## src/rtl/rf_wb_sched.sv

```systemverilog
// Write-back scheduler for the register file's single write port.
// Loads win arbitration, ALU losers wait in a skid FIFO, and a busy scoreboard flags RAW hazards.
module rf_wb_sched #(
    parameter int DEPTH = 2,
    parameter int NREG  = 8,
    parameter int AW    = 3,
    parameter int DW    = 16
) (
    input  logic          clk,
    input  logic          rst,
    input  logic          alu_valid,
    output logic          alu_ready,
    input  logic [AW-1:0] alu_dst,
    input  logic [DW-1:0] alu_data,
    input  logic          ld_valid,
    input  logic [AW-1:0] ld_dst,
    input  logic [DW-1:0] ld_data,
    output logic          wr_en,
    output logic [AW-1:0] wr_addr,
    output logic [DW-1:0] wr_data,
    input  logic          iss_valid,
    input  logic [AW-1:0] iss_dst,
    input  logic          rd_chk,
    input  logic [AW-1:0] rd_addr,
    input  logic          rs_chk,
    input  logic [AW-1:0] rs_addr,
    output logic          hazard,
    output logic          err
);
    localparam int PW = $clog2(DEPTH);
    localparam int CW = PW + 1;

    typedef enum logic [1:0] {SEL_IDLE, SEL_LD, SEL_FIFO, SEL_ALU} sel_e;

    typedef struct packed {
        logic [AW-1:0] dst;
        logic [DW-1:0] data;
    } wb_ent_t;

    wb_ent_t         mem_q [DEPTH];
    wb_ent_t         mem_d [DEPTH];
    logic [PW-1:0]   wptr_q, wptr_d, rptr_q, rptr_d;
    logic [CW-1:0]   cnt_q, cnt_d;
    logic            wr_en_q, wr_en_d;
    logic [AW-1:0]   wr_addr_q, wr_addr_d;
    logic [DW-1:0]   wr_data_q, wr_data_d;
    logic [NREG-1:0] busy_q, busy_d;
    logic            err_q, err_d;

    sel_e sel;
    logic fifo_empty, fifo_full, alu_xfer, push, pop;

    assign fifo_empty = (cnt_q == '0);
    assign fifo_full  = (cnt_q == CW'(DEPTH));
    // Ready depends only on registered occupancy, never on alu_valid.
    assign alu_ready  = !rst && !fifo_full;
    assign alu_xfer   = alu_valid && alu_ready;

    always_comb begin
        sel = SEL_IDLE;
        if (ld_valid)         sel = SEL_LD;
        else if (!fifo_empty) sel = SEL_FIFO;
        else if (alu_xfer)    sel = SEL_ALU;
    end

    assign pop  = (sel == SEL_FIFO);
    assign push = alu_xfer && (sel != SEL_ALU);

    always_comb begin
        mem_d  = mem_q;
        wptr_d = wptr_q;
        rptr_d = rptr_q;
        cnt_d  = cnt_q;
        if (push) begin
            mem_d[wptr_q] = '{dst: alu_dst, data: alu_data};
            wptr_d        = wptr_q + PW'(1);
        end
        if (pop) rptr_d = rptr_q + PW'(1);
        case ({push, pop})
            2'b10:   cnt_d = cnt_q + CW'(1);
            2'b01:   cnt_d = cnt_q - CW'(1);
            default: cnt_d = cnt_q;
        endcase
    end

    // Write port is one cycle behind selection; address/data hold when idle.
    always_comb begin
        wr_en_d   = 1'b0;
        wr_addr_d = wr_addr_q;
        wr_data_d = wr_data_q;
        case (sel)
            SEL_LD: begin
                wr_en_d   = 1'b1;
                wr_addr_d = ld_dst;
                wr_data_d = ld_data;
            end
            SEL_FIFO: begin
                wr_en_d   = 1'b1;
                wr_addr_d = mem_q[rptr_q].dst;
                wr_data_d = mem_q[rptr_q].data;
            end
            SEL_ALU: begin
                wr_en_d   = 1'b1;
                wr_addr_d = alu_dst;
                wr_data_d = alu_data;
            end
            default: ;
        endcase
    end

    // Clear on the edge the register file captures; a same-edge issue re-sets.
    always_comb begin
        busy_d = busy_q;
        if (wr_en_q)   busy_d[wr_addr_q] = 1'b0;
        if (iss_valid) busy_d[iss_dst]   = 1'b1;
    end

    always_comb begin
        err_d = err_q;
        if (iss_valid && busy_q[iss_dst] && !(wr_en_q && wr_addr_q == iss_dst))
            err_d = 1'b1;
        if (ld_valid && fifo_full && alu_valid)
            err_d = 1'b1;
        if (wr_en_q && !busy_q[wr_addr_q])
            err_d = 1'b1;
    end

    always_ff @(posedge clk) begin
        if (rst) begin
            wptr_q    <= '0;
            rptr_q    <= '0;
            cnt_q     <= '0;
            wr_en_q   <= 1'b0;
            wr_addr_q <= '0;
            wr_data_q <= '0;
            busy_q    <= '0;
            err_q     <= 1'b0;
        end else begin
            wptr_q    <= wptr_d;
            rptr_q    <= rptr_d;
            cnt_q     <= cnt_d;
            wr_en_q   <= wr_en_d;
            wr_addr_q <= wr_addr_d;
            wr_data_q <= wr_data_d;
            busy_q    <= busy_d;
            err_q     <= err_d;
        end
    end

    // Storage needs no reset: entries are only read behind a valid count.
    always_ff @(posedge clk) begin
        mem_q <= mem_d;
    end

    assign wr_en   = wr_en_q;
    assign wr_addr = wr_addr_q;
    assign wr_data = wr_data_q;
    assign err     = err_q;
    assign hazard  = (rd_chk && busy_q[rd_addr]) || (rs_chk && busy_q[rs_addr]);

endmodule

```

## config.mk

```make
export PLATFORM = sky130hd
export DESIGN_NAME = rf_wb_sched
export DESIGN_NICKNAME = d
export VERILOG_FILES = /design/src/rtl/rf_wb_sched.sv
export SDC_FILE = /design/constraint.sdc
export NUM_CORES = 1
export LEC_CHECK = 0
export ABC_AREA = 0
export BUFFER_PORTS_ARGS = -buffer_cell sky130_fd_sc_hd__buf_2
export CAP_MARGIN = 20
export CORE_MARGIN = 10
export CORE_UTILIZATION = 35
export DETAILED_ROUTE_END_ITERATION = 10
export HOLD_SLACK_MARGIN = 0.05
export PLACE_DENSITY = 0.64
export RECOVER_POWER = 100
export REMOVE_ABC_BUFFERS = 1
export SLEW_MARGIN = 20
export SYNTH_ARGS = -nofsm -noshare
export SYNTH_HDL_FRONTEND = slang
export SYNTH_SLANG_ARGS = --single-unit
```

## constraint.sdc

```tcl
create_clock -name clk -period 3.15 [get_ports clk]
set_input_delay 0.63 -clock clk [delete_from_list [all_inputs] [get_ports clk]]
set_output_delay 0.63 -clock clk [all_outputs]
set_load 0.01 [all_outputs]
```

# --- Word-level counts from Yosys, hierarchy flattened ---
# Index checks and enable logic that the tools add are counted.
# Widths: inputs -> output; s select.
op_classes:
  add_sub_neg: 4
  magnitude_cmp: 9
  eq_ne: 8
  muxes: 30
  bitwise_logic: 5
  n_reduce_logical: 24
op_table:
  columns: ["cell", "count"]
  rows:
  - ["$mux 19", 4]
  - ["$pmux 16 s3", 1]
  - ["$bwmux 38", 1]
  - ["$demux 19 s1", 1]
  - ["$lt 3x4->1 const B", 4]
  - ["$mux 8", 2]
  - ["$logic_and 1x1->1", 14]
  - ["$bmux 1 s3", 4]
  - ["$mux 1", 10]
  - ["$pmux 3 s3", 1]
  - ["$and 8x8->8", 1]
  - ["$eq 2x2->1 const B", 4]
  - ["$not 8->8", 1]
  - ["$or 8x8->8", 1]
  - ["$demux 1 s3", 2]
  - ["$ge 3x1->1 const B", 2]
  - ["$mux 2", 3]
  - ["$reduce_bool 3->1", 2]
  - ["$eq 2x1->1 const B", 2]
  - ["$ge 2x2->1 const B", 2]
  - ["$logic_not 1->1", 4]
  - ["$not 1->2", 2]
  - ["$pmux 2 s2", 1]
  - ["$eq 3x3->1", 1]
  - ["9 further kinds", 10]
totals:
  regBits: 71
  input_bits: 54
  wordCells: 92

# --- Depth between registers and ports, before layout ---
# Gate-level depths: netlist of the first run.
depth:
  ltp_word: 11
  depth_mapped: 8
  depth_no_buf: 6

# --- Worst setup path before layout of the first run ---
# Ideal clock, no wire load.
synth_timing:
  path_kind: "input port to flip-flop"
  start: "in rst"
  end: "reg mem_q[19] in the netlist's numbering (enable)"
  setup_time_ns: 0.395
  t_arrival_ns: 1.956
  required_ns: 2.755
  setup_slack_ns: 0.799
  cell_stages: 4
  n_path_buf: 1
  cell_sequence: "buf_2 > nor2b_2 > o21ai_1 > nor2_1"
synth_via:
  elab_chain_cells: 8
synth_lines:
  columns: ["element", "line_no", "source"]
  rows:
  - ["from (decl)", "10", "input logic rst,"]
  - ["$logic_not 1->1 *", "56", "assign alu_ready = !rst && !fifo_full;"]
  - ["$logic_and 1x1->1 *", "56", null]
  - ["$logic_and 1x1->1 *", "57", "assign alu_xfer = alu_valid && alu_ready;"]
  - ["$mux 2", "63", "else if (alu_xfer) sel = SEL_ALU;"]
  - ["$mux 2", "62", "else if (!fifo_empty) sel = SEL_FIFO;"]
  - ["$mux 2", "61", "if (ld_valid) sel = SEL_LD;"]
  - ["$ne 2x2->1", "67", "assign push = alu_xfer && (sel != SEL_ALU);"]
  - ["$logic_and 1x1->1 *", "67", null]
  - ["to (signal assigned)", "152", "mem_q <= mem_d;"]
  - ["to (decl)", "40", "wb_ent_t mem_q [DEPTH];"]
# Mark *: on every way between the ends. The rest lies on a longest branch, timed or not.
# A chain may end at the register's enable or synchronous reset.

# --- Worst setup path in the final report of the first run ---
layout_timing:
  start: "in rd_addr[1]"
  end: "out hazard"
layout_via:
  elab_chain_cells: 4
layout_lines:
  columns: ["element", "line_no", "source"]
  rows:
  - ["from (decl)", "24", "input logic [AW-1:0] rd_addr,"]
  - ["$bmux 1 s3", "159", "assign hazard = (rd_chk && busy_q[rd_addr]) || (rs_chk && busy_q[rs_addr]);"]
  - ["$mux 1 (not written as such)", "159", null]
  - ["$logic_and 1x1->1", "159", null]
  - ["$logic_or 1x1->1", "159", null]
  - ["to (decl)", "27", "output logic hazard,"]
# Every way passes these cells. The select of a mux whose other input is x is not followed.

==> flow_metrics.py, run 1 <==
metrics = {
    "worst_setup_path": {
        "required_ns": 2.52,
        "cp-end-kind": "output port",
        "start_kind": "input pin",
        "cp.arrival_ns": 1.92,
        "timing.rr.start": "rptr_q",
        "worstSetupPathType": "input pin to output port",
        "startpoint": "rd_addr[1]",
        "path_max_fanout": 2,
    },
    "timing": {
        "finalMaxSlewViolations": 0,
        "timing.final.ws_setup_ns": 0.605,
        "setup_violations": 0,
        "hold_viol": 0,
        "fin_setup_tns_ns": 0,
        "max_freq_mhz": 393,
        "max_slew_margin_pct": 17.0,
        "rsz0062_at_grt": "no",
        "fin_crit_ns": 2.55,
        "clock_skew_ns": 0.00782,
        "worst_pin_slew_ns": 1.23,
        "finalCritPeriodShare_pct": 80.8,
    },
    "place": {
        "port_buffers": 76,
        "dp_hpwl_um": 5720,
        "dp_slack_ns": 0.594,
        "gp_congestion": 0.810,
    },
    "logic_synthesis": {
        "ys.flop_type": "edfxtp_1",
        "synth-async-reset-ratio_pct": 0,
        "synth.area.top_cells": "edfxtp_1 36%, dfxtp_1 21%, mux2i_1 7.2%, a221oi_1 4.7%, o21ai_0 3.8%",
        "synth_top_area_cell": "edfxtp_1",
        "postSynthCellCount": 274,
        "synth_warnings": 0,
        "synth_area_um2": 3180,
        "synth_seq_cells": 71,
        "synth-edff-count": 38,
        "ys_seq_area_share_pct": 56.7,
        "yosysUniqueCellTypes": 40,
        "yosys.area.top_type_share_pct": 35.9,
        "syn_avg_cell_area_um2": 11.6,
    },
    "clock_network": {
        "cts-root-buf": "clkbuf_8",
        "cts_buffers": 9,
        "cts.sinks": 71,
        "insertion_delay_ns": 0.35,
        "ctsResizeCount": 0,
        "cts_tree": "done",
        "ctsLongestPathBuffers": 2,
        "post_cts_buffers": 0,
        "clk_pin_slew_ns": 0.07,
        "h-tree-depth": 3,
        "ctsHoldBuffers": 0,
    },
    "floorplanning": {
        "rows": 34,
        "io_pins": 77,
        "core_um2": 8760,
        "die_w_um": 115,
        "die_area_um2": 13300,
        "die_h_um": 115,
        "start_util_pct": 36.3,
    },
    "pwr": {
        "power_leakage_nw": 1.35,
        "power_switching_share_pct": 30.3,
        "p_int_mw": 1.76,
        "power_frac_comb_pct": 22.5,
        "cellPowerDensity_nw_per_um2": 669,
        "p_seq_share_pct": 46.1,
        "switchingPower_mw": 0.765,
        "ir_worst_vdd_uv": 393,
        "clkPwrFrac_pct": 31.4,
        "p_total_mw": 2.53,
    },
    "routing": {
        "routed_wl_um": 8060,
        "drc_errors": 0,
        "viasPerCell": 5.23,
        "via_count": 2412,
        "drt_iter0_markers": 134,
        "wl_per_cell_um": 17.5,
        "drt.antenna.violating_nets": 0,
        "dr.pass1.iters": 5,
    },
    "final_layout": {
        "fin_util_pct": 43.1,
        "fillCellCount": 883,
        "final_nets": 403,
        "diodes": 0,
        "drive_gt1_share_pct": 18.1,
        "area_delta_synth_final_pct": 18.8,
    },
    "global_routing": {
        "grt_pass1_vias": 2563,
        "met1_usage_pct": 15.6,
        "use_met3_pct": 5.68,
        "overflow": 0,
        "grtUsageMet2_pct": 18.8,
        "grt_max_degree": 36,
        "grt.busiest_layer": "met2",
        "grt_pass1_wl_um": 13100,
        "grt_usage_pct": 12.4,
        "antenna_found_initial": 0,
    },
    "job": {
        "maxCapViolations": 0,
    },
    "worst_hold_path": {
        "hold_path_class": "flop to flop",
        "hold_start": "wr_data[0]",
    },
    "outcome": {
        "outcome": "finished clean",
    },
}
==> cells in the mapped netlist, drive strengths merged (2+ instances only) <==
master,count
nor2,30
nor2b,6
nand2b,3
buf,12
dfxtp,33
nand4,3
inv,4
nand2,25
mux4,6
a21oi,11
o21ai,25
a221oi,18
mux2,2
mux2i,23
xor2,2
xnor2,5
clkbuf,8
edfxtp,38
o31ai,2
nand3,4
==> state kept, by name, summed over array words and instances (netlist names) <==
signal and cells:
mem_q 38, cnt_q 2, wr_data 16, busy_q 8
wr_en 1, err 1, rptr_q 1, wr_addr 3
wptr_q 1
==> kinds of logic after synthesis <==
group | synth area share, %
flip-flops | 56.7
multiplexers | 12.4
adder cells (fa/ha/maj) | 0.393
buffers and inverters | 4.01
XOR/XNOR | 1.93
AND/OR/NAND/NOR | 11.2
AO/OA/AOI/OAI | 13.3
==> power by group through the flow <==
stage               clock network, mW  registers (mW)  logic [mW]
global placement                    0            1.18       0.591
finish                          0.793            1.17       0.568
detailed placement                  0            1.19       0.601
global route                    0.857            1.18       0.638
floorplan                           0            1.22       0.323
CTS                             0.813            1.17       0.605
==> layout make-up <==
class / instances / area, um2 / area share, %
Sequential cell: 71 / 1800 / 47.7
Timing Repair Buffer: 83 / 367 / 9.71
Clock buffer: 9 / 124 / 3.28
Inverter: 4 / 15.0 / 0.398
Multi-Input combinational cell: 179 / 1240 / 32.8
Clock inverter: 7 / 96.3 / 2.55
Tap cell: 108 / 135 / 3.58
==> final timing paths <==
path | endpoint | slack, ns | cells past startpoint
min | wr_data[0] | 0.50 | 2
max reg2reg | wr_data[14] | 0.85 | 5
min reg2reg | wr_data[0] | 0.50 | 2
max | hazard | 0.60 | 5
==> metal layers <==
metal / part of all wire, % / wire length, um
met2: 44 / 3530
met5: 0 / 0
met3: 9.2 / 745
met1: 46 / 3720
met4: 0.77 / 62
==> worst max-delay path, cell delays in order <==
cell,delay (ns)
buf_2,0.10
mux4_1,0.55
mux2_2,0.28
a22o_1,0.23
clkbuf_1,0.13
==> stage by stage <==
stage	std cells	hold WS [ns]	instance area [um2]
6_report	461	0.503	3780
5_1_grt	461	0.501	3780
4_1_cts	461	0.470	3860
3_5_place_dp	445	0.492	3640
3_3_place_gp	445	0.480	3640
2_1_floorplan	254	0.470	3070
==> cells in the final DEF (no fill, tap or decap), types with 3 or more instances in the layout <==
cell / count
a21oi_1: 11
dfxtp_1: 33
nand4_1: 3
nor2b_1: 5
nand2_1: 25
mux4_2: 4
buf_4: 3
nand2b_1: 3
inv_1: 4
nor2_1: 29
edfxtp_1: 38
clkbuf_1: 45
nand3_1: 4
o21ai_0: 25
buf_2: 34
a221oi_1: 17
mux2i_1: 23
clkbuf_8: 9
xnor2_1: 5
(Power assumes the default switching activity.)
==> inputs of run 2 (changes only) <==
--- a/config.mk
+++ b/config.mk
@@ -12,7 +12,7 @@
 export CORE_UTILIZATION = 35
 export DETAILED_ROUTE_END_ITERATION = 10
 export HOLD_SLACK_MARGIN = 0.05
-export PLACE_DENSITY = 0.64
+export PLACE_DENSITY = 0.66
 export RECOVER_POWER = 100
 export REMOVE_ABC_BUFFERS = 1
 export SLEW_MARGIN = 20
==> constraint.sdc (replaced) <==
create_clock -name clk -period 2.3 [get_ports clk]
set_input_delay 0.46 -clock clk [delete_from_list [all_inputs] [get_ports clk]]
set_output_delay 0.46 -clock clk [all_outputs]
set_load 0.01 [all_outputs]
==> flow_metrics.py, run 2 (synthesis results as in run 1) <==
metrics = {
    "place": {
        "dp_hpwl_um": 5870,
        "gp_congestion": 0.812,
        "port_buffers": 76,
    },
    "routing": {
        "viasPerCell": 5.32,
        "drt.antenna.violating_nets": 0,
        "wl_per_cell_um": 17.4,
        "drc_errors": 0,
        "drt_iter0_markers": 175,
        "routed_wl_um": 8050,
        "via_count": 2458,
        "dr.pass1.iters": 4,
    },
    "worst_setup_path": {
        "r2r_cells": 3,
        "required_ns": 1.84,
        "worstSetupPathType": "flop to output port",
        "cp-end-kind": "output port",
        "reg2reg_slack_ns": 0.29,
        "cp.arrival_ns": 1.80,
        "start_kind": "flop",
        "timing.rr.start": "cnt_q[0]",
        "r2r-end": "mem_q[29]",
        "path_max_fanout": 5,
    },
    "final_layout": {
        "largest_reg_flops": 38,
        "final_common_cell": "clkbuf_1",
        "final_nets": 404,
        "layout_common_cells": "42 x clkbuf_1, 38 x edfxtp_1, 36 x buf_2, 30 x nor2_1, 28 x dfxtp_1",
        "multi_input_area_um2": 1250,
        "drive_gt1_share_pct": 20.9,
        "diodes": 0,
        "fillCellCount": 885,
        "regMostFlops": "mem_q",
        "ff_latch_area_um2": 1810,
        "area_delta_synth_final_pct": 18.7,
    },
    "timing": {
        "max_freq_mhz": 443,
        "finalCritPeriodShare_pct": 98.1,
        "setup_violations": 0,
        "fin_setup_tns_ns": 0,
        "rsz0062_at_grt": "no",
        "clock_skew_ns": 0.0147,
        "max_slew_margin_pct": 42.0,
        "hold_viol": 0,
        "worst_pin_slew_ns": 0.871,
        "finalMaxSlewViolations": 0,
        "fin_crit_ns": 2.26,
    },
    "floorplanning": {
        "die_area_um2": 13300,
        "start_util_pct": 36.3,
        "core_um2": 8760,
        "die_w_um": 115,
        "rows": 34,
        "die_h_um": 115,
        "io_pins": 77,
    },
    "worst_hold_path": {
        "min_path_cells": 1,
        "hold_start": "alu_data[12]",
        "hold_path_class": "input pin to flop",
        "whs_endpoint": "mem_q[31]",
    },
    "clock_network": {
        "ctsLongestPathBuffers": 2,
        "cts_buffers": 9,
        "post_cts_buffers": 0,
        "ctsHoldBuffers": 0,
        "cts_tree": "done",
        "cts.sinks": 71,
        "clk_pin_slew_ns": 0.09,
        "insertion_delay_ns": 0.35,
        "h-tree-depth": 3,
        "cts-root-buf": "clkbuf_8",
    },
    "global_routing": {
        "met1_usage_pct": 14.9,
        "grt_max_degree": 36,
        "grt_pass1_wl_um": 13100,
        "grt.busiest_layer": "met2",
        "use_met3_pct": 4.74,
        "grtUsageMet2_pct": 19.5,
        "grt_usage_pct": 12.3,
        "antenna_found_initial": 1,
        "overflow": 0,
        "grt_pass1_vias": 2607,
    },
    "pwr": {
        "power_leakage_nw": 1.34,
        "cellPowerDensity_nw_per_um2": 874,
        "ir_worst_vdd_uv": 453,
        "p_total_mw": 3.30,
    },
    "job": {
        "maxCapViolations": 0,
    },
    "outcome": {
        "outcome": "finished clean",
    },
}
## run 2: cell count changes in the layout (fill, tap and decap cells not counted), moves of 2 or more
cell	before	now
dfxtp_1	33	28
dfxtp_2	0	5
clkbuf_1	45	42
buf_2	34	36
bufinv_16	2	0
clkinvlp_4	0	2
## run 2: area by class of cell
cell class                      count  share of cell area [%]
Clock buffer                        9                    3.28
Clock inverter                      7                    1.46
Inverter                            4                   0.398
Multi-Input combinational cell    179                    33.0
Sequential cell                    71                    47.9
Tap cell                          108                    3.58
Timing Repair Buffer               84                    10.3
## run 2: what timing repair did
action | 4_1_cts | 5_1_grt
endpoints found under the setup margin | 1 | 1
resized for setup | 2 | 4
endpoints found under the hold margin | 0 | 0
## run 2: worst max-delay path: stages (launching register included)
cell     delay, ns
dfxtp_2       0.35
mux4_2        0.47
mux2_2        0.27
a22o_1        0.22
buf_2         0.14
## run 2: layer usage
layer | wire length, um | share of wire, %
met5 | 11 | 0.14
met4 | 121 | 1.5
met3 | 712 | 8.9
met2 | 3680 | 46
met1 | 3520 | 44
## run 2: worst max-delay path by stage
stage                    start       end  slack [ns]  cells past startpoint
floorplan            alu_valid  mem_q[0]        0.25                      3
global placement    rd_addr[1]    hazard        0.14                      5
detailed placement  rd_addr[1]    hazard        0.09                      5
CTS                  busy_q[6]    hazard       0.007                      4
global route         busy_q[5]    hazard       0.002                      4
finish               busy_q[3]    hazard        0.04                      4
## run 2: stage by stage
step,worst slack [ns],cell area [um2],util (%),std cells,hold WS (ns)
global route,0.00244,3770,43.1,462,0.345
CTS,0.00740,3860,44.1,462,0.299
detailed placement,0.0916,3680,42.0,446,0.491
finish,0.0440,3770,43.1,462,0.352
floorplan,0.254,3070,-,254,0.470
global placement,0.140,3680,42.0,446,0.482
## run 2: power breakdown
group	internal, mW	switching [mW]	leakage, nW	total (mW)
clock network	0.400	0.492	0.0862	0.892
logic	0.353	0.461	0.633	0.814
registers	1.47	0.121	0.620	1.59
total	2.22	1.07	1.34	3.30
